`config.mk`:
```
export PLATFORM = sky130hd
export DESIGN_NAME = memb_result_drain
export DESIGN_NICKNAME = d
export VERILOG_FILES = /design/src/rtl/memxfer_pkg.sv /design/src/rtl/drain_regfile.sv /design/src/rtl/memb_result_drain.sv
export SDC_FILE = /design/constraint.sdc
export NUM_CORES = 1
export LEC_CHECK = 0
export ABC_CLOCK_PERIOD_IN_PS = 5500
export CAP_MARGIN = 30
export CORE_MARGIN = 4
export CORE_UTILIZATION = 59
export DETAILED_ROUTE_END_ITERATION = 10
export HOLD_SLACK_MARGIN = 0.06
export PLACE_DENSITY = 0.95
export SLEW_MARGIN = 5
export SYNTH_ARGS = -nofsm -noshare
export SYNTH_HDL_FRONTEND = slang
export SYNTH_HIERARCHICAL = 1
export SYNTH_SLANG_ARGS = --single-unit
```
`constraint.sdc`:
```
create_clock -name Clk -period 5.5 [get_ports Clk]
set_input_delay 0.55 -clock Clk [delete_from_list [all_inputs] [get_ports Clk]]
set_output_delay 0.55 -clock Clk [all_outputs]
set_load 0.01 [all_outputs]
```
`src/rtl/memxfer_pkg.sv`:
```
// Constants and types shared across the memory-to-memory transfer datapath.
// The transfer engine and the result drain both size themselves from these.
package memxfer_pkg;

   localparam int DATA_W = 8;
   localparam int DEPTH  = 4;
   localparam int ADDR_W = $clog2(DEPTH);

   typedef enum logic {
      COLLECT = 1'b0,
      FLUSH   = 1'b1
   } drain_state_t;

endpackage

```
`src/rtl/drain_regfile.sv`:
```
// Frame storage for the result drain: synchronous write, combinational read.
// Contents are never cleared; the control side tracks which entries are live.
module drain_regfile #(
   parameter int DATA_W = memxfer_pkg::DATA_W,
   parameter int DEPTH  = memxfer_pkg::DEPTH,
   parameter int ADDR_W = memxfer_pkg::ADDR_W
) (
   input  logic              Clk,
   input  logic              We,
   input  logic [ADDR_W-1:0] WAddr,
   input  logic [DATA_W-1:0] WData,
   input  logic [ADDR_W-1:0] RAddr,
   output logic [DATA_W-1:0] RData
);

   logic [DATA_W-1:0] mem [DEPTH];

   always_ff @(posedge Clk) begin
      if (We) begin
         mem[WAddr] <= WData;
      end
   end

   assign RData = mem[RAddr];

endmodule

```
`src/rtl/memb_result_drain.sv`:
```
// Collects memory-B result words into fixed frames, checksums each frame and
// replays it in arrival order to a consumer that may stall.
module memb_result_drain #(
   parameter int DATA_W = memxfer_pkg::DATA_W,
   parameter int DEPTH  = memxfer_pkg::DEPTH,
   parameter int ADDR_W = memxfer_pkg::ADDR_W,
   parameter int SUM_W  = DATA_W + ADDR_W
) (
   input  logic              Clk,
   input  logic              Reset,
   input  logic              InValid,
   input  logic [DATA_W-1:0] InData,
   output logic              InReady,
   output logic              OutValid,
   output logic [DATA_W-1:0] OutData,
   input  logic              OutReady,
   output logic              FrameDone,
   output logic [SUM_W-1:0]  FrameSum,
   output logic              Overrun
);

   localparam logic [ADDR_W:0] LAST_CNT = (ADDR_W+1)'(DEPTH - 1);
   localparam logic [ADDR_W:0] ONE_CNT  = (ADDR_W+1)'(1);

   memxfer_pkg::drain_state_t state_q;
   memxfer_pkg::drain_state_t state_d;

   logic [ADDR_W-1:0] wr_ptr;
   logic [ADDR_W-1:0] rd_ptr;
   logic [ADDR_W:0]   count;
   logic [SUM_W-1:0]  acc;
   logic [SUM_W-1:0]  frame_sum;
   logic              frame_done;
   logic              overrun;

   logic in_ready;
   logic out_valid;
   logic accept;
   logic pop;
   logic last_accept;

   function automatic logic [SUM_W-1:0] zext(input logic [DATA_W-1:0] d);
      return {{(SUM_W-DATA_W){1'b0}}, d};
   endfunction

   assign accept      = InValid && in_ready;
   assign pop         = out_valid && OutReady;
   assign last_accept = accept && (count == LAST_CNT);

   always_ff @(posedge Clk or negedge Reset) begin
      if (!Reset) begin
         state_q <= memxfer_pkg::COLLECT;
      end else begin
         state_q <= state_d;
      end
   end

   // COLLECT only accepts, FLUSH only pops, so push and pop never overlap
   always_comb begin
      state_d   = state_q;
      in_ready  = 1'b0;
      out_valid = 1'b0;
      case (state_q)
         memxfer_pkg::COLLECT: begin
            in_ready = 1'b1;
            if (InValid && (count == LAST_CNT)) begin
               state_d = memxfer_pkg::FLUSH;
            end
         end
         memxfer_pkg::FLUSH: begin
            out_valid = (count != '0);
            if (out_valid && OutReady && (count == ONE_CNT)) begin
               state_d = memxfer_pkg::COLLECT;
            end
         end
         default: state_d = memxfer_pkg::COLLECT;
      endcase
   end

   always_ff @(posedge Clk or negedge Reset) begin
      if (!Reset) begin
         wr_ptr     <= '0;
         rd_ptr     <= '0;
         count      <= '0;
         acc        <= '0;
         frame_sum  <= '0;
         frame_done <= 1'b0;
         overrun    <= 1'b0;
      end else begin
         frame_done <= last_accept;
         if (InValid && !in_ready) begin
            overrun <= 1'b1;
         end
         if (accept) begin
            wr_ptr <= wr_ptr + 1'b1;
            count  <= count + 1'b1;
            if (last_accept) begin
               frame_sum <= acc + zext(InData);
               acc       <= '0;
            end else begin
               acc <= acc + zext(InData);
            end
         end else if (pop) begin
            rd_ptr <= rd_ptr + 1'b1;
            count  <= count - 1'b1;
         end
      end
   end

   drain_regfile #(
      .DATA_W (DATA_W),
      .DEPTH  (DEPTH),
      .ADDR_W (ADDR_W)
   ) u_regfile (
      .Clk   (Clk),
      .We    (accept),
      .WAddr (wr_ptr),
      .WData (InData),
      .RAddr (rd_ptr),
      .RData (OutData)
   );

   assign InReady   = in_ready;
   assign OutValid  = out_valid;
   assign FrameDone = frame_done;
   assign FrameSum  = frame_sum;
   assign Overrun   = overrun;

endmodule

```
## After elaboration in Yosys (flattened, before gate mapping)

Memory sizes are Yosys's and may differ from the RTL's.
Index checks and enable logic that the tools add are counted.

- Memories: 1
- Bits in registers: 30
- Input port bits: 12
- Memory bits (writable): 32

Memory list:

| name | depth | width | rd ports | clocked after Yosys merged registers in | write ports | line | RTL |
|---|---|---|---|---|---|---|---|
| u_regfile.mem | 4 | 8 | 1 | 0 | 1 | drain_regfile.sv:16 | `logic [DATA_W-1:0] mem [DEPTH];` |

- Equality and inequality tests: 2
- Add/subtract/negate cells: 5
- Mux-type cells: 10
- Reduce and logical (&&, ||, !) cells: 11
- Bitwise gates (word level): 2

Operator list:

| operator | number |
|---|---|
| 10-bit by 8-bit adder with 10-bit output | 1 |
| 10-bit 2-to-1 mux | 1 |
| 1-bit logical AND | 7 |
| 1-bit 2-to-1 mux | 6 |
| 3-bit 2-to-1 mux | 2 |
| 2-bit by 1-bit adder with 2-bit output (second input constant) | 2 |
| 2-bit AND reduction | 2 |
| 3-bit by 1-bit adder with 3-bit output (second input constant) | 1 |
| 3-bit by 1-bit equality test with 1-bit output (second input constant) | 1 |
| 3-bit by 2-bit equality test with 1-bit output (second input constant) | 1 |
| 3-bit nonzero test | 1 |
| 3-bit by 1-bit subtractor with 3-bit output (second input constant) | 1 |
| 1-bit inverter | 2 |
| 1-bit case mux with 2 select lines | 1 |
| 2-bit nonzero test | 1 |

## Longest topological paths before layout

Gate-level depths: netlist (run 1).

- Depth in word-level cells: 5
- Mapped depth: 8

## Hierarchy

The synthesis (run 1) kept the hierarchy.

By module, submodules not included:

| module | cells each | instances | area each (µm²) |
|---|---|---|---|
| memb_result_drain | 157 | 1 | 1612.8 |
| drain_regfile | 46 | 1 | 1188.6 |

## Least setup slack after synthesis (run 1)

Ideal clock, no wire load.

- Path type: input-to-reg
- From: in InData[0]
- To: reg frame_sum[8] (netlist: FrameSum[8])
- Path buffers: 0
- Stages on the path: 8
- Arrival: 1992 ps
- Required time: 5380 ps
- Setup slack: 3388 ps
- Setup time: 120 ps
- Cell sequence: ha_1 > inv_1 > fa_1 > nand2b_1 > a21oi_2 > o21bai_2 > a21o_2 > a31o_2

- Longest elaborated chain between the ends: 1

Ends and longest elaborated chain:

| what | line | RTL |
|---|---|---|
| from (decl) | memb_result_drain.sv:12 | `input logic [DATA_W-1:0] InData,` |
| 10-bit by 8-bit adder with 10-bit output | memb_result_drain.sv:98 | `frame_sum <= acc + zext(InData);` |
| to (signal assigned) | memb_result_drain.sv:98 |  |
| to (decl) | memb_result_drain.sv:32 | `logic [SUM_W-1:0] frame_sum;` |

Every way passes these cells.
A chain may end at the register's enable or synchronous reset.

## Final worst setup path (run 1)

- From: reg rd_ptr[0]
- To: out OutData[5]

- Longest elaborated chain between the ends: 1

Ends and longest elaborated chain:

| what | line | RTL |
|---|---|---|
| from (decl) | memb_result_drain.sv:29 | `logic [ADDR_W-1:0] rd_ptr;` |
| from (signal assigned) | memb_result_drain.sv:104 | `rd_ptr <= rd_ptr + 1'b1;` |
| memory 4 x 8 bit | - |  |
| to (decl) | memb_result_drain.sv:15 | `output logic [DATA_W-1:0] OutData,` |

Every way passes these cells.

==> run_results.csv, run 1 <==
group,metric,value,unit
run_status,outcome,"finished clean",
placed_design,dp_hpwl,3.57,mm
floorplanning,dieHeight,76.9,um
route,wirelength,5.15,mm
layout,area_growth,20.4,%
sta,tns,0,ns
clock_tree,path_clk_slew,0.06,ns
floorplanning,start_util,0.626,
sta,setup_viol,0,
setup_path,worstReg2RegEnd,"u_regfile/mem[0][1]$_DFFE_PP_",
setup_path,critPathMaxFanout,10,
route,num_vias,1718,
clock_tree,post_cts_resized,0,
placed_design,dp_cells,283,
route,wire_per_inst,17.2,um
power_and_ir_drop,ir_drop,331,uV
synth,synth_seq_cells,62,
layout,num_antenna_cells,0,
route,drc,0,
route,drt_iter0_markers,100,
run,cap_viol_max_count,0,
power_and_ir_drop,power,1.86,mW
power_and_ir_drop,p_per_area,552,nW/um^2
route,vias_per_cell,5.75,
power_and_ir_drop,p_leak,1.36,nW
floorplanning,core-area,4470,um^2
route,first_pass_iters,4,
global_route,grt_max_degree,31,
layout,layout_common_cells,"clkdlybuf4s50_1, edfxtp_1, dfrtp_1",
global_route,gr-usage-all-layers,0.194,
layout,fin_cells,299,
synth,ys.flop_type,"edfxtp_1",
synth,yosysSeqAreaShare,0.611,
setup_path,slowest_stage,"dfrtp_1",
layout,layout_commonest_cell,"clkdlybuf4s50_1",
worst_hold_path,hold_path.class,"flop to flop",
clock_tree,htree_levels,3,
layout,postLayoutCoreUtil,0.754,
sta,clock.fmax,375,MHz
floorplanning,ios,34,
sta,fin_crit_sh,0.485,
placed_design,io_buffers,33,
synth,synth-async-reset-ratio,0.484,
route,ant_nets,0,
setup_path,arrival,2.12,ns
clock_tree,numCtsBuffers,9,
clock_tree,holdBufCountCts,0,
synth,synth_area,2800,um^2
sta,tightest_slew,0.788,ns
setup_path,crit_type,"flop to output pin",
setup_path,start_kind,"flop",
setup_path,critPathLaunch,"rd_ptr[0]$_DFFE_PN0P_",
sta,fin_skew,0.00487,ns
synth,yosys_warnings,6,
setup_path,cp.required,4.95,ns
floorplanning,die_area,5910,um^2
sta,rsz0062_at_grt,"false",
synth,synth_cell_types,45,
sta,slew_violations,0,
setup_path,worstReg2RegStart,"state_q$_DFF_PN0_",
clock_tree,clkLatencyLatePin,0.33,ns
floorplanning,rows,24,
global_route,grt.overflow.total,0,
synth,synth_edf_count,32,
global_route,grt_pass1_vias,1812,
synth,syn_area_per_cell,13.8,um^2
global_route,grt_first_pass_wirelength,8.83,mm
setup_path,path_cells,"mux4_2, clkdlybuf4s50_1",
layout,nFillCells,261,
clock_tree,clock-sinks,62,
synth,synth_nets,229,
layout,drive_gt1_frac,0.146,
synth,syn_inst,203,
sta,slew_headroom,0.473,
sta,period_needed,2.67,ns
setup_path,r2r_slack,3.11,ns
setup_path,critPathCapture,"OutData[5]",
clock_tree,cts_tree,"built",
setup_path,r2r_cells,5,
floorplanning,die_x,76.9,um
global_route,antenna_found_initial,0,
sta,finalHoldViolations,0,
setup_path,setup.worst_path.end_class,"output pin",
clock_tree,cts_buffer_depth,2,
clock_tree,cts_root_buffer,"clkbuf_8",
setup_path,cp_slowest_stage_delay,0.71,ns
clock_tree,cts_setup_buffers,0,
layout,fin_nets,268,
placed_design,place_congestion,0.806,
-- per-layer routing --
| layer | up-vias | GRT usage | wire length, um | share of wire |
|---|---|---|---|---|
| li1 | 821 | - | - | - |
| met2 | 49 | 0.299 | 2470 | 0.48 |
| met1 | 839 | 0.264 | 2360 | 0.46 |
| met3 | 9 | 0.0445 | 256 | 0.050 |
| met5 | - | 0 | 0 | 0 |
| met4 | 0 | 0.0851 | 67 | 0.013 |
-- power breakdown --
group          internal, mW  leakage (nW)  switching [mW]
Clock                 0.232         0.100           0.168
Sequential            0.624         0.658           0.103
Combinational         0.371         0.603           0.363
-- cell families (layout without fill, tap and decap cells) --
kind of cell,Yosys count,count (layout),share of synthesized area
flip-flops,62,62,0.611
AO/OA/AOI/OAI,43,43,0.111
AND/OR/NAND/NOR,42,42,0.0701
buffers and inverters,19,63,0.0299
adder cells (fa/ha/maj),14,14,0.0652
XOR/XNOR,13,13,0.0406
multiplexers,10,10,0.0719
-- state kept, by name, indices dropped and copies added (netlist names), 2 cells and up --
name / count
wr_ptr: 2
FrameSum: 10
u_regfile/mem: 32
rd_ptr: 2
count: 3
acc: 10
-- cell usage after synthesis, types with 2 or more instances --
master    number  area share
nand2_1       26       0.035
a21oi_1        6       0.011
a31oi_1        2      0.0045
o21ai_0       11       0.020
inv_1         10       0.013
o31ai_1        6       0.016
ha_1          13       0.058
nor2_1         3      0.0040
a21o_2         2      0.0063
mux4_2         8       0.064
and3b_1        2      0.0063
buf_2          3      0.0054
xor2_1         7       0.022
a211oi_1       2      0.0054
edfxtp_1      32        0.34
xnor2_1        6       0.019
inv_2          2      0.0027
nand3_1        2      0.0036
a21o_1         3      0.0080
dfrtp_1       30        0.27
nor3b_1        2      0.0054
nand2b_1       2      0.0045
-- worst min path at each step --
stage	depth (start not counted)	from	endpoint	slack, ns
floorplan	0	Reset	FrameDone$_DFF_PN0_	0.25
global placement	1	Overrun$_DFFE_PN0P_	Overrun$_DFFE_PN0P_	0.45
detailed placement	1	Overrun$_DFFE_PN0P_	Overrun$_DFFE_PN0P_	0.45
CTS	1	Overrun$_DFFE_PN0P_	Overrun$_DFFE_PN0P_	0.47
global route	1	Overrun$_DFFE_PN0P_	Overrun$_DFFE_PN0P_	0.50
finish	1	Overrun$_DFFE_PN0P_	Overrun$_DFFE_PN0P_	0.47
-- cell type report --
class	instances	area [um^2]	share of cell area
clock buffers	12	155	0.0460
clock inverters	4	46.3	0.0137
inverters	12	45.0	0.0134
multi-input cells	122	1010	0.298
flip-flops and latches	62	1710	0.508
well taps	52	65.1	0.0193
repair buffers	35	343	0.102
-- critical path, delay by kind of cell, from the launching register on --
family,cells,cell delay (ns)
flip-flops,1,0.71
multiplexers,1,0.59
buffers and inverters,1,0.50
-- per-stage QoR --
step / hold slack [ns] / setup slack [ns] / instance area [um^2]
2_1_floorplan: 0.254 / 3.39 / 2800
3_3_place_gp: 0.447 / 2.36 / 3170
3_5_place_dp: 0.446 / 2.55 / 3170
4_1_cts: 0.470 / 2.77 / 3370
5_1_grt: 0.496 / 2.65 / 3370
6_report: 0.470 / 2.83 / 3370
Power figures use the tool's default switching activity.
==> run 2: changes to the inputs <==
Settings changed: ABC_CLOCK_PERIOD_IN_PS 5500 to 2200, CORE_UTILIZATION 59 to 50, PLACE_DENSITY 0.95 to 0.87.
Clock period 5.5 ns to 2.2 ns, I/O delays scaled along.
==> run 2 against run 1 <==
  * Sequential power up 140%
  * Design area up 3.9%
  * Critical path depth up 1
  * Setup slack worse by 2.7 ns
  * Critical endpoint is now OutData[0]
  * Largest cell class unchanged
  * Flip-flop and latch count unchanged
  * Wire length up 4.3%
  * Critical path type unchanged
  * Combinational power rose to 2.7 times the previous value
==> run_results.csv, run 2 (synthesis results as in run 1) <==
group,metric,value,unit
sta,fin_crit_sh,0.959,
power_and_ir_drop,p_per_area,1370,nW/um^2
sta,slew_violations,0,
route,first_pass_iters,4,
setup_path,path_cells,"buf_6, mux4_2, clkdlybuf4s50_1",
run,cap_viol_max_count,0,
sta,fin_hold_ws,0.271,ns
setup_path,cp_slowest_stage_delay,0.53,ns
sta,tns,0,ns
global_route,antenna_found_initial,0,
setup_path,slowest_stage,"mux4_2",
placed_design,dp_hpwl,3.78,mm
placed_design,dp_cells,314,
power_and_ir_drop,power.share.switching,0.334,
layout,nFillCells,401,
placed_design,place_congestion,0.845,
setup_path,cp.required,1.98,ns
setup_path,critPathLaunch,"rd_ptr[0]$_DFFE_PN0P_",
power_and_ir_drop,power,4.80,mW
floorplanning,dieHeight,82.9,um
layout,drive_gt1_frac,0.185,
clock_tree,numCtsBuffers,9,
layout,num_antenna_cells,0,
layout,largest_register_ffs,32,
power_and_ir_drop,internal_power,3.20,mW
floorplanning,die_x,82.9,um
floorplanning,ios,34,
sta,setup_viol,0,
setup_path,worstReg2RegStart,"acc[0]$_DFFE_PN0P_",
placed_design,io_buffers,33,
layout,postLayoutCoreUtil,0.665,
route,vias_per_cell,5.35,
global_route,grt.overflow.total,0,
route,route.met2.wl,2.65,mm
placed_design,pre_cts_ws,-0.143,ns
route,ant_nets,0,
layout,stdcell_area,3500,um^2
global_route,grt_max_degree,31,
layout,multi_input_area,1010,um^2
placed_design,place_area,3290,um^2
sta,fin_skew,0.00948,ns
setup_path,arrival,1.89,ns
run_status,outcome,"finished clean",
layout,fin_cells,330,
sta,finalHoldViolations,0,
global_route,gr-usage-all-layers,0.171,
route,routed.top_layer,"met4",
layout,layout_commonest_cell,"clkdlybuf4s50_1",
sta,slew_headroom,0.638,
clock_tree,path_clk_slew,0.07,ns
power_and_ir_drop,combPwrFrac,0.410,
power_and_ir_drop,ir_drop,767,uV
setup_path,setup.worst_path.end_class,"output pin",
layout,top_register,"u_regfile/mem",
global_route,grt_pass1_vias,1832,
layout,seqCellArea,1710,um^2
worst_hold_path,hold_path.class,"input pin to asynchronous set/reset pin",
layout,fin_nets,281,
clock_tree,cts_root_buffer,"clkbuf_8",
route,drt-met1-wl,2.39,mm
power_and_ir_drop,p_leak,1.43,nW
clock_tree,cts_setup_buffers,0,
floorplanning,die_area,6860,um^2
setup_path,path_buf_inv,2,
power_and_ir_drop,switching_power,1.61,mW
sta,tightest_slew,0.539,ns
route,wirelength,5.37,mm
clock_tree,clock-sinks,62,
power_and_ir_drop,clock_power_share,0.221,
clock_tree,htree_levels,3,
route,drc,0,
route,wl_met3,250,um
floorplanning,rows,26,
setup_path,start_kind,"flop",
floorplanning,start_util,0.532,
sta,rsz0062_at_grt,"false",
setup_path,critPathMaxFanout,10,
power_and_ir_drop,seqPwrFrac,0.369,
clock_tree,cts_tree,"built",
route,num_vias,1764,
setup_path,critical_path.top_delay_family,"buffers and inverters",
layout,area_growth,25.0,%
floorplanning,core-area,5270,um^2
route,drt_iter0_markers,84,
sta,period_needed,2.11,ns
layout,layout_common_cells,"clkdlybuf4s50_1, edfxtp_1, dfrtp_1",
global_route,grt_first_pass_wirelength,9.02,mm
clock_tree,clkLatencyLatePin,0.34,ns
clock_tree,cts_buffer_depth,2,
sta,clock.fmax,474,MHz
clock_tree,post_cts_resized,0,
sta,worst_slack,0.0891,ns
clock_tree,holdBufCountCts,0,
route,wire_per_inst,16.3,um
setup_path,crit_type,"flop to output pin",
run 2: cell types whose count changed in the layout (fill, tap and decap cells not counted), sizes merged:
cell and change:
clkinv +1, buf +13, bufinv +1, clkbuf -1
clkinvlp -1
run 2: worst register-to-register path: cells and delay by family (launching register included):
| family | cells | cell delay (ns) |
|---|---|---|
| buf+inv | 1 | 0.06 |
| compound gates | 4 | 0.77 |
| flops | 1 | 0.36 |
| simple gates | 1 | 0.18 |
| fa+ha+maj | 2 | 0.55 |
run 2: metal layers:
metal / vias to the layer above / GRT usage
met2: 40 / 0.273
met1: 864 / 0.211
li1: 851 / -
met4: 0 / 0.0758
met5: - / 0
met3: 9 / 0.0584
run 2: power by group through the flow:
stage | sequential [mW] | combinational (mW) | clock [mW]
3_3_place_gp | 1.77 | 1.91 | 0
5_1_grt | 1.81 | 2.16 | 1.13
4_1_cts | 1.77 | 1.98 | 1.09
2_1_floorplan | 1.76 | 1.23 | 0
3_5_place_dp | 1.79 | 1.97 | 0
6_report | 1.77 | 1.97 | 1.06
run 2: area by class of cell:
| type | instances | share of cell area |
|---|---|---|
| tap | 70 | 0.0250 |
| inverter | 12 | 0.0129 |
| clock buffer | 11 | 0.0375 |
| sequential | 62 | 0.489 |
| multi-input combinational | 122 | 0.287 |
| clock inverter | 5 | 0.0211 |
| timing repair buffer | 48 | 0.128 |
run 2: final timing paths:
| path | endpoint | slack, ns | depth (start not counted) |
|---|---|---|---|
| max in group asynchronous | state_q$_DFF_PN0_ | 1.64 | 2 |
| hold reg to reg | Overrun$_DFFE_PN0P_ | 0.46 | 1 |
| setup reg to reg | acc[8]$_DFFE_PN0P_ | 0.22 | 8 |
| setup / recovery | OutData[0] | 0.09 | 3 |
| min in group Clk | Overrun$_DFFE_PN0P_ | 0.46 | 1 |
| hold / removal | FrameSum[7]$_DFFE_PN0P_ | 0.27 | 2 |
